[config.mk]
export PLATFORM = sky130hd
export DESIGN_NAME = s3_coeff_writer
export DESIGN_NICKNAME = d
export VERILOG_FILES = /design/src/rtl/s3_coeff_writer.sv
export SDC_FILE = /design/constraint.sdc
export NUM_CORES = 1
export LEC_CHECK = 0
export BUFFER_PORTS_ARGS = -buffer_cell sky130_fd_sc_hd__buf_4
export CORE_ASPECT_RATIO = 0.5
export CORE_UTILIZATION = 51
export CTS_BUF_LIST = sky130_fd_sc_hd__clkbuf_4 sky130_fd_sc_hd__clkbuf_8
export CTS_CLUSTER_SIZE = 8
export DETAILED_ROUTE_END_ITERATION = 16
export PLACE_DENSITY_LB_ADDON = 0.08
export SYNTH_ARGS = -nofsm -noshare
export SYNTH_HDL_FRONTEND = slang
export SYNTH_SLANG_ARGS = --single-unit
[constraint.sdc]
create_clock -name i_clk -period 1.4 [get_ports i_clk]
set_input_delay 0 -clock i_clk [delete_from_list [all_inputs] [get_ports i_clk]]
set_output_delay 0 -clock i_clk [all_outputs]
set_load 0.02 [all_outputs]
[src/rtl/s3_coeff_writer.sv]
// Serialises 5-trit groups from the byte-to-trit stage into single-coefficient
// writes for the S3 polynomial buffer, padding the last coefficient with zero.
module s3_coeff_writer #(
  parameter int N  = 701,
  parameter int AW = 10
) (
  input  logic          i_clk,
  input  logic          i_rst,
  input  logic          i_start,
  input  logic          i_grp_valid,
  output logic          o_grp_ready,
  input  logic [9:0]    i_grp,
  output logic          o_coeff_valid,
  input  logic          i_coeff_ready,
  output logic [AW-1:0] o_coeff_addr,
  output logic [1:0]    o_coeff,
  output logic          o_done,
  output logic          o_err
);

  localparam logic [AW-1:0] LastAddr = AW'(N - 1);
  localparam logic [AW-1:0] PenAddr  = AW'(N - 2);

  typedef enum logic [2:0] {
    S_IDLE,
    S_LOAD,
    S_EMIT,
    S_PAD,
    S_DONE
  } state_t;

  state_t        r_state, w_state_nx;
  logic [AW-1:0] r_addr, w_addr_nx;
  logic [2:0]    r_k, w_k_nx;
  logic [9:0]    r_sreg, w_sreg_nx;
  logic          r_err, w_err_nx;
  logic [9:0]    w_grp_clean;
  logic          w_grp_bad;

  // Illegal digits 2'b11 are replaced by zero before they enter the shifter.
  always_comb begin
    w_grp_clean = i_grp;
    w_grp_bad   = 1'b0;
    for (int j = 0; j < 5; j++) begin
      if (i_grp[2*j +: 2] == 2'b11) begin
        w_grp_clean[2*j +: 2] = 2'b00;
        w_grp_bad             = 1'b1;
      end
    end
  end

  always_ff @(posedge i_clk) begin
    if (i_rst) begin
      r_state <= S_IDLE;
      r_addr  <= '0;
      r_k     <= '0;
      r_sreg  <= '0;
      r_err   <= 1'b0;
    end else begin
      r_state <= w_state_nx;
      r_addr  <= w_addr_nx;
      r_k     <= w_k_nx;
      r_sreg  <= w_sreg_nx;
      r_err   <= w_err_nx;
    end
  end

  always_comb begin
    w_state_nx    = r_state;
    w_addr_nx     = r_addr;
    w_k_nx        = r_k;
    w_sreg_nx     = r_sreg;
    w_err_nx      = r_err;
    o_grp_ready   = 1'b0;
    o_coeff_valid = 1'b0;
    o_coeff_addr  = '0;
    o_coeff       = 2'b00;
    o_done        = 1'b0;
    o_err         = r_err;

    case (r_state)
      S_IDLE: begin
        if (i_start) begin
          w_state_nx = S_LOAD;
          w_addr_nx  = '0;
          w_k_nx     = '0;
          w_err_nx   = 1'b0;
        end
      end
      S_LOAD: begin
        o_grp_ready = 1'b1;
        if (i_grp_valid) begin
          w_sreg_nx  = w_grp_clean;
          w_k_nx     = '0;
          w_err_nx   = r_err | w_grp_bad;
          w_state_nx = S_EMIT;
        end
      end
      S_EMIT: begin
        o_coeff_valid = 1'b1;
        o_coeff_addr  = r_addr;
        o_coeff       = r_sreg[1:0];
        if (i_coeff_ready) begin
          w_addr_nx = r_addr + 1'b1;
          w_sreg_nx = r_sreg >> 2;
          w_k_nx    = r_k + 3'd1;
          // The fifth digit closes the group; the last group hands over to the pad write.
          if (r_k == 3'd4) begin
            w_state_nx = (r_addr == PenAddr) ? S_PAD : S_LOAD;
          end
        end
      end
      S_PAD: begin
        o_coeff_valid = 1'b1;
        o_coeff_addr  = LastAddr;
        if (i_coeff_ready) begin
          w_state_nx = S_DONE;
        end
      end
      S_DONE: begin
        o_done     = 1'b1;
        w_state_nx = S_IDLE;
      end
      default: begin
        w_state_nx = S_IDLE;
      end
    endcase
  end

endmodule

# After elaboration in Yosys (flattened, before gate mapping)
# Index checks and enable logic that the tools add are counted.
dict set report totals {
  ff_bits 27
  out_inout_bits 16
  word_cells 70
}
dict set report op_classes {
  n_addsub 2
  eq_ne 16
  n_mux 35
  bitwise 1
  n_reduce_logical 11
}
# cell n
set ops {}
lappend ops {{case mux 10 bit (2 select lines)} 3}
lappend ops {{two-way mux 10 bit} 4}
lappend ops {{two-way mux 3 bit} 8}
lappend ops {{two-way mux 2 bit} 7}
lappend ops {{case mux 3 bit (4 select lines)} 1}
lappend ops {{adder 10 x 1 -> 10 bit (second input constant)} 1}
lappend ops {{== test 10 bit (second input constant)} 1}
lappend ops {{== test 2 bit (second input constant)} 5}
lappend ops {{two-way mux 1 bit} 10}
lappend ops {{inequality test 2 bit (second input constant)} 5}
lappend ops {{case mux 3 bit (3 select lines)} 1}
lappend ops {{AND reduction 3 bit} 3}
lappend ops {{== test 3 x 2 -> 1 bit (second input constant)} 2}
lappend ops {{== test 3 bit (second input constant)} 2}
lappend ops {{nonzero test 2 bit} 3}
lappend ops {{AND reduction 5 bit} 1}
lappend ops {{AND reduction 4 bit} 1}
lappend ops {{adder 3 x 1 -> 3 bit (second input constant)} 1}
lappend ops {{== test 3 x 1 -> 1 bit (second input constant)} 1}
lappend ops {{logical NOT 3 bit} 1}
lappend ops {{nonzero test 3 bit} 1}
lappend ops {{case mux 1 bit (2 select lines)} 1}
lappend ops {{OR reduction 2 bit} 1}
lappend ops {{bitwise OR 1 bit} 1}

# Logic depth before layout (Yosys ltp)
dict set report depth {
  ltp_word 9
  ltp_mapped 6
  mapped_depth_nobuf 6
}

# Least setup slack after synthesis
# No wires, ideal clock.
dict set report synth_timing {
  path_type {flip-flop to flip-flop}
  start {register r_state[0]}
  end {register r_k[0]}
  setup_ns 0.070
  arrival_time_ns 1.393
  t_required_ns 1.330
  path_slack_ns -0.064
  stages_incl_launch_ff 5
  path_buffers 1
  cell_sequence {dfxtp_1 -> buf_6 -> or3b_4 -> or4_1 -> a21oi_1}
}
dict set report synth_via {
  elab_chain_cells 3
  elab_cells_between_ends 9
  classes_between {eq/ne (5); mux (1); reduce/logical (3)}
}
# item line
set synth_rtl {}
lappend synth_rtl {{from (decl)} 32} ;# state_t r_state, w_state_nx;
lappend synth_rtl {{from (signal assigned)} 60} ;# r_state <= w_state_nx;
lappend synth_rtl {{== test 3 x 2 -> 1 bit (tied with other cells)} 81} ;# case (r_state)
lappend synth_rtl {{inequality test 2 bit (no line) or nonzero test 3 bit (tied branches)} --}
lappend synth_rtl {{AND reduction 4 bit (no line)} --}
lappend synth_rtl {{to (signal assigned)} 62} ;# r_k <= w_k_nx;
lappend synth_rtl {{to (decl)} 34} ;# logic [2:0] r_k, w_k_nx;
# Parallel ways exist; a longest one is shown, timed or not.
# A chain may end at the register's enable or synchronous reset.

# Worst setup path in the final report
dict set report layout_timing {
  start {register r_k[0]}
  end {register r_state[0]}
}
dict set report layout_via {
  elab_chain_cells 3
}
# item line
set layout_rtl {}
lappend layout_rtl {{== test 3 bit} 108} ;# if (r_k == 3'd4) begin
lappend layout_rtl {{inequality test 2 bit (no line)} --}
lappend layout_rtl {{AND reduction 5 bit (no line)} --}
# Every way passes these cells.

==> metrics.cfg <==
[status]
status=finished, violations left
violations=negative setup slack

[critical_path]
startpoint_type=register
cp_max_fo=4
critical_path_required_ns=1.51
crit_type=register to register
arrival_ns=1.85
end_kind=register

[sta]
rsz0062_at_grt=yes
slew_headroom_pct=49.82
clock.fmax_ghz=0.5756
setup_violations=24
worst_slack_ns=-0.3372
finalCritPeriodShare_pct=124.1
drv_slew=0
post-route-min-period_ns=1.737
skew_ns=0.002835
fin_tns_setup_ns=-1.365
finalHoldViolations=0
worstMarginPinSlew_ns=0.7338

[pwr]
netSwitchingFraction_pct=30.68
vdd_drop_max_uv=480.4
switchingPower_uw=555.2
pwr-share-clk_pct=26.0
p_seq_share_pct=46.1
pwr-share-comb_pct=27.9
p_leak_nw=0.9283
p_per_area_nw_per_um2=788.1
p_int_mw=1.254

[logic_synthesis]
async_flop_share_pct=0
avgSynthCellArea_um2=8.203
post_synth_instance_area_um2=1534
ys.flop_type=dfxtp_1
yosysSeqAreaShare_pct=35.24
yosys_warnings=0
syn-num-nets=205
ys_types=45
syn_inst=187
synth-seq-cells=27
synth_edf_count=0

[floorplan]
io_pins=31
initial_core_util_pct=56.47
die_area_um2=3244
die_h_um=40.78
num_rows=13
core_um2=2716
chipWidth_um=79.56

[global_routing]
grt-ovfl-total=0
grt_max_degree=21
grtUsageTotal_pct=26.36
antenna_found_initial=0
grt_pass1_vias=1357
grt_pass1_wl_mm=6.223

[layout]
num_antenna_cells=0
syn2layout_area_growth_pct=49.67
fin_util_pct=84.52
drive_above_1_share_pct=42.00
layout_commonest_cell=buf_4
nets=269
mostFrequentLayoutCells=buf_4, nor2_1, dfxtp_1, a21oi_1, buf_6

[cts]
cts_buffers=3
clk_path_buf_depth=2
worstSkewPairLatency_ns=0.29
cts_tree=done
path_clk_slew_ns=0.10
cts_sinks=27
root_buffer=clkbuf_8
htree_levels=1

[placed_design]
port_buffers=30
post-dp-hpwl_mm=2.803
place.gp.congestion=0.8089

[hold_path]
min_path_type=input port to register

[routing]
drc=0
drtPass1Iterations=5
vias=1723
drt-initial-drc-count=99
wl_mm=5.064
wl_per_cell_um=17.64
via_per_inst=6.003
ant_nets=0

[run]
max-cap-violations=0

-- layer usage --
layer | track usage, % | vias to the layer above | share of wire (%)
met2 | 48.50 | 92 | 46
met5 | 0 | - | 0
met4 | 7.727 | 0 | 2.4
li1 | - | 798 | -
met1 | 32.01 | 810 | 43
met3 | 6.444 | 23 | 8.0
-- synth_stat cells (3+ instances only) --
cell type   n  area [um^2]
nor3b_1     8        60.06
nand2_1    10        37.54
dfxtp_1    27        540.5
inv_1       5        18.77
clkbuf_1    6        22.52
a211oi_1    9        67.56
ha_1        3        37.54
and4_1      3        26.28
nor3_1      3        15.01
buf_2       4        20.02
nor2_1     29        108.9
o21ai_0     4        20.02
and2_1      7        43.79
nand4b_1    3        26.28
xor2_1      6        52.55
nand3_1     3        15.01
nand4_1     4        25.02
a21oi_1    20        100.1
-- logic make-up after synthesis --
kind of cell               count (synthesis)  share of synthesized area [%]
AOI/OAI and AO/OA                         41                          16.48
DFF                                       27                          35.24
xor gates and xnor gates                   7                          3.997
adders and majority gates                  3                          2.447
buffers and inverters                     17                          5.057
muxes                                      3                          2.365
and+or+nand+nor                           89                          34.42
-- through the flow --
stage | cells | power, mW | worst slack, ns | hold slack [ns] | instance area (um^2)
3_3_place_gp | 276 | 1.232 | -0.07812 | 0.2896 | 2002
5_1_grt | 287 | 1.887 | -0.4584 | 0.01538 | 2296
2_1_floorplan | 187 | 1.071 | -0.008483 | 0.1274 | 1538
4_1_cts | 282 | 1.715 | -0.1019 | 0.004500 | 2115
6_report | 287 | 1.809 | -0.3372 | 0.005694 | 2296
3_5_place_dp | 276 | 1.241 | -0.1315 | 0.2943 | 2002
-- power by group through the flow --
stage          clock network (mW)  registers, mW  logic (mW)
2_1_floorplan                   0          0.841       0.229
3_3_place_gp                    0          0.847       0.386
3_5_place_dp                    0          0.848       0.394
4_1_cts                     0.474          0.830       0.411
5_1_grt                     0.511          0.839       0.536
6_report                    0.470          0.835       0.504
-- state kept, by name (all words and copies together) (netlist names) --
register,cells
r_k,3
r_sreg,10
r_state,3
o_err,1
r_addr,10
-- what timing repair did --
item / CTS / global route
hold endpoints to repair: 2 / 0
cloned: 0 / 0
hold buffers: 2 / 0
setup buffers: 0 / 6
gates resized for setup: 14 / 38
setup endpoints to repair: 33 / 32
pin swaps: 2 / 11
-- critical path: stages (launching register included) --
cell and delay, ns:
dfxtp_1 0.35, inv_1 0.09, ha_1 0.18, and4_1 0.21
a211oi_1 0.05, a2111oi_0 0.68
-- final cells by class --
class                   count  area, um^2
clock buffers               3       41.29
inverters                   5       18.77
clock inverters             1       5.005
flip-flops and latches     27       556.8
well taps                  37       46.29
fillers                   145       420.4
multi-input cells         143        1025
repair buffers             71       603.1
-- worst paths after layout --
kind	from	to	slack, ns	depth (start not counted)
worst max-delay path	r_k[0]	r_state[0]	-0.34	5
worst max register to register	r_k[0]	r_state[0]	-0.34	5
worst min-delay path	i_grp[8]	r_sreg[8]	0.006	3
worst min register to register	r_sreg[9]	r_sreg[9]	0.48	2
Power figures use the tool's default switching activity.
